### src/rtl/operand_fwd_ctrl.sv
`default_nettype none
// ============================================================================
// operand_fwd_ctrl : EX-stage operand forwarding selects and load-use stall
//                    generation from a two-slot (EX, MEM) destination scoreboard.
// Revision 1.0
// ============================================================================
module operand_fwd_ctrl #(
  parameter int REG_AW   = 4,
  parameter int ZERO_REG = 0,
  parameter int CNT_W    = 16
) (
  input  logic              clk,
  input  logic              rst_n,
  input  logic              id_valid,
  input  logic [REG_AW-1:0] id_src_a,
  input  logic [REG_AW-1:0] id_src_b,
  input  logic [REG_AW-1:0] id_dst,
  input  logic              id_wr_en,
  input  logic              id_is_load,
  input  logic              flush,
  output logic [1:0]        sel_a,
  output logic [1:0]        sel_b,
  output logic              stall,
  output logic [CNT_W-1:0]  stall_cnt
);

  localparam logic [1:0]        SEL_RF    = 2'b00;
  localparam logic [1:0]        SEL_MEMWB = 2'b01;
  localparam logic [1:0]        SEL_EXMEM = 2'b10;
  localparam logic [CNT_W-1:0]  CNT_ONE   = {{(CNT_W-1){1'b0}}, 1'b1};
  localparam logic [CNT_W-1:0]  CNT_MAX   = {CNT_W{1'b1}};
  localparam logic [REG_AW-1:0] REG_ZERO  = {REG_AW{1'b0}};

  // Scoreboard slots: instruction currently in EX and the one in MEM
  logic              ex_vld;
  logic [REG_AW-1:0] ex_dst;
  logic              ex_ld;
  logic              mem_vld;
  logic [REG_AW-1:0] mem_dst;

  logic              zero_a, zero_b;
  logic              hit_ex_a, hit_ex_b;
  logic              hit_mem_a, hit_mem_b;
  logic              dec_vld;
  logic              kill;
  logic [1:0]        nxt_sel_a, nxt_sel_b;

  always_comb begin
    zero_a    = (ZERO_REG != 0) && (id_src_a == REG_ZERO);
    zero_b    = (ZERO_REG != 0) && (id_src_b == REG_ZERO);
    hit_ex_a  = ex_vld  && (ex_dst  == id_src_a) && !zero_a;
    hit_ex_b  = ex_vld  && (ex_dst  == id_src_b) && !zero_b;
    hit_mem_a = mem_vld && (mem_dst == id_src_a) && !zero_a;
    hit_mem_b = mem_vld && (mem_dst == id_src_b) && !zero_b;

    stall   = id_valid && ex_ld && (hit_ex_a || hit_ex_b);
    dec_vld = id_valid && id_wr_en && !((ZERO_REG != 0) && (id_dst == REG_ZERO));
    kill    = stall || flush || !id_valid;

    // The younger producer (EX) holds the newest value, so it wins over MEM
    nxt_sel_a = hit_ex_a ? SEL_EXMEM : (hit_mem_a ? SEL_MEMWB : SEL_RF);
    nxt_sel_b = hit_ex_b ? SEL_EXMEM : (hit_mem_b ? SEL_MEMWB : SEL_RF);
  end

  always_ff @(posedge clk) begin
    if (!rst_n) begin
      ex_vld    <= 1'b0;
      ex_dst    <= REG_ZERO;
      ex_ld     <= 1'b0;
      mem_vld   <= 1'b0;
      mem_dst   <= REG_ZERO;
      sel_a     <= SEL_RF;
      sel_b     <= SEL_RF;
      stall_cnt <= {CNT_W{1'b0}};
    end else begin
      mem_vld <= ex_vld;
      mem_dst <= ex_dst;
      if (kill) begin
        ex_vld <= 1'b0;
        ex_ld  <= 1'b0;
        sel_a  <= SEL_RF;
        sel_b  <= SEL_RF;
      end else begin
        ex_vld <= dec_vld;
        ex_dst <= id_dst;
        ex_ld  <= id_is_load && dec_vld;
        sel_a  <= nxt_sel_a;
        sel_b  <= nxt_sel_b;
      end
      if (stall && (stall_cnt != CNT_MAX)) begin
        stall_cnt <= stall_cnt + CNT_ONE;
      end
    end
  end

endmodule
`default_nettype wire
### config.mk
export PLATFORM = sky130hd
export DESIGN_NAME = operand_fwd_ctrl
export DESIGN_NICKNAME = d
export VERILOG_FILES = /design/src/rtl/operand_fwd_ctrl.sv
export SDC_FILE = /design/constraint.sdc
export NUM_CORES = 1
export LEC_CHECK = 0
export CORE_ASPECT_RATIO = 1.4
export CORE_MARGIN = 2
export CORE_UTILIZATION = 51
export CTS_CLUSTER_DIAMETER = 100
export DETAILED_ROUTE_END_ITERATION = 7
export HOLD_SLACK_MARGIN = 0.05
export PLACE_DENSITY_LB_ADDON = 0.25
export SLEW_MARGIN = 5
export SYNTH_ARGS = -nofsm -noshare
export SYNTH_HDL_FRONTEND = slang
export SYNTH_SLANG_ARGS = --single-unit
### constraint.sdc
create_clock -name clk -period 4.5 [get_ports clk]
set_input_delay 0.675 -clock clk [delete_from_list [all_inputs] [get_ports clk]]
set_output_delay 0.675 -clock clk [all_outputs]
set_load 0.01 [all_outputs]
==> impl_metrics.ini <==
[status]
status = finished, final reports clean

[synthesis]
yosysSeqAreaShare_pct = 41.3
syn_area_mm2 = 0.00150
synthDistinctLibCells = 27
yosysWarningCount = 0
synthSimpleGateAreaFrac_pct = 30.3
synth.area.mux_share_pct = 4.00
synth-compound-area-share_pct = 10.5
syn_area_per_cell_um2 = 8.35
synth_fa_ha_area_share_pct = 0.833
syn_nets = 199
ys_ff_latch = 31
synth_top_family_by_area = simple AND/OR/NAND/NOR gates
syn_inst = 180
synth-xor-area-share_pct = 9.33

[place]
dp_slack_ns = 1.24
dpl.hpwl_um = 2570
io_buffer_count = 38
finalWeightedCongestion = 0.820

[route]
ant_nets = 0
drt_iter0_drc = 19
detail_route.wl_per_cell_um = 14.1
routed_wl_um = 3620
first_pass_iters = 6
viasPerCell = 5.62
drc_errors = 0
dr_total_vias = 1444

[power]
p_int_uw = 479
comb_power_share_pct = 7.0
clockPowerShare_pct = 46.7
p_sw_uw = 128
power.leakage_nw = 0.712
switching_share_pct = 21.0
power_density_mw_per_mm2 = 299
p_seq_share_pct = 46.3
total_power_uw = 606
ir_worst_vdd_v = 0.000358

[clocking]
cts.clk_slew.worst_paths_ns = 0.06
root_buffer = clkbuf_8
cts_resized = 0
cts_buffer_depth = 2
cts_setup_buffers = 0
htreeDepth = 2
cts_made_buffers = 5
cts_hold_buf = 0
insertion_delay_ns = 0.29
cts_tree = done
clock_sinks = 31

[floorplan]
io_pins = 39
num_rows = 23
die_w_um = 49.9
fp.coreArea_mm2 = 0.00285
die_area_mm2 = 0.00340
die_h_um = 68.2
start_util_pct = 52.7

[setup_path]
path_class = in -> out
critPathMaxStageDelay_ns = 0.52
critPathTopFamily = buffers and inverters
start_kind = input pin
crit_slowest_cell = clkdlybuf4s50_1
crit_chain = clkdlybuf4s50_1 -> xor2_1 -> nor3_1 -> a22oi_1 -> buf_4 -> inv_1 -> clkdlybuf4s50_1
crit_buf_inv = 4
crit_path_end_kind = output port
worstPathRequired_ns = 3.83
crit_arrival_ns = 2.60
critPathMostFrequentCell = clkdlybuf4s50_1
cp_max_fo = 26

[final_layout]
final_cell_mix = 38 x clkdlybuf4s50_1, 31 x dfxtp_1, 26 x nand2_1, 16 x xor2_1
final_util_pct = 71.2
drive_gt1_share_pct = 6.36
final_common_cell = clkdlybuf4s50_1
nets = 238
area_delta_synth_final_pct = 35.0
diodes = 0

[sta]
setup_viol = 0
finalSetupTns_ns = 0
hold_viol = 0
max_freq_mhz = 306
fin_crit_sh_pct = 72.7
skew_ns = 0.00671
rsz0062_at_grt = no
tightest_slew_ns = 0.681
fin_ws_ns = 1.23
drv_slew = 0
hold_ws_ns = 0.444
max_slew_margin_pct = 54.5
fin_crit_ns = 3.27

[hold_path]
min_path_type = reg -> reg

[global_route]
grt_pass1_vias = 1289
grt.overflow.total = 0
antenna_found_initial = 0
grt_max_degree = 27
grtUsageTotal_pct = 22.2
grt_first_pass_wirelength_um = 5580

[job]
cap_viol_max_count = 0
## worst paths after layout
check / from / end / depth (start not counted) / slack [ns]
max: id_src_a[2] / stall / 7 / 1.23
min: mem_vld$_SDFF_PN0_ / sel_b[0]$_SDFF_PP0_ / 2 / 0.44
max reg2reg: stall_cnt[0]$_SDFFE_PN0P_ / stall_cnt[13]$_SDFFE_PN0P_ / 7 / 2.31
min reg2reg: mem_vld$_SDFF_PN0_ / sel_b[0]$_SDFF_PP0_ / 2 / 0.44
## area by class of cell
class,instances,area [um2]
Clock buffer,6,82.6
Clock inverter,2,35.0
Fill cell,223,821
Inverter,6,22.5
Multi-Input combinational cell,135,826
Sequential cell,31,621
Tap cell,37,46.3
Timing Repair Buffer,40,395
## synth_stat cells
master	instances	area [um2]
o21ai_0	6	30.0
nand2_1	26	97.6
or2_2	2	12.5
nand4_1	6	37.5
nor3_2	1	10.0
buf_2	3	15.0
inv_1	6	22.5
nand2b_1	5	31.3
a221o_1	1	10.0
dfxtp_1	31	621
nor3_1	6	30.0
o31ai_1	8	60.1
nor2_1	10	37.5
or4_1	8	60.1
clkbuf_1	5	18.8
ha_1	1	12.5
mux2i_1	6	60.1
a21oi_1	10	50.1
or3_1	2	12.5
nand4_2	1	12.5
and2_1	4	25.0
or3b_1	1	8.76
nor4_1	7	43.8
xor2_1	16	140
a22oi_1	1	7.51
and3_1	1	6.26
nand3_1	6	30.0
## worst min-delay path, stage by stage (launching register included)
cell and delay, ns:
dfxtp_1 0.31, nand2_1 0.05, nor3_1 0.04
## registers in the layout, indices dropped and copies added, names as in the netlist
register / cells
ex_dst: 4
sel_b: 2
mem_vld: 1
mem_dst: 4
sel_a: 2
ex_ld: 1
ex_vld: 1
stall_cnt: 16
## routing by layer
| layer | track usage (%) | wire length [um] |
|---|---|---|
| met2 | 42.2 | 1980 |
| met5 | 0 | 0 |
| met4 | 12.8 | 62 |
| met3 | 5.24 | 130 |
| met1 | 22.0 | 1440 |
## kinds of logic after synthesis
group / Yosys count
and+or+nand+nor: 86
AOI/OAI and AO/OA: 26
xor gates and xnor gates: 16
DFF: 31
buffers and inverters: 14
adders and majority gates: 1
muxes: 6
## power groups by stage
stage | combinational (mW) | sequential [mW] | clock, mW
global route | 0.0465 | 0.281 | 0.299
global placement | 0.0406 | 0.286 | 0
detailed placement | 0.0423 | 0.287 | 0
floorplan | 0.0207 | 0.286 | 0
CTS | 0.0429 | 0.280 | 0.289
finish | 0.0427 | 0.281 | 0.283
## per-stage QoR
| stage | area, um2 | instances |
|---|---|---|
| 5_1_grt | 2030 | 257 |
| 6_report | 2030 | 257 |
| 3_5_place_dp | 1910 | 249 |
| 3_3_place_gp | 1910 | 249 |
| 2_1_floorplan | 1500 | 180 |
| 4_1_cts | 2030 | 257 |
No activity file was read; power rests on OpenSTA's default activity.
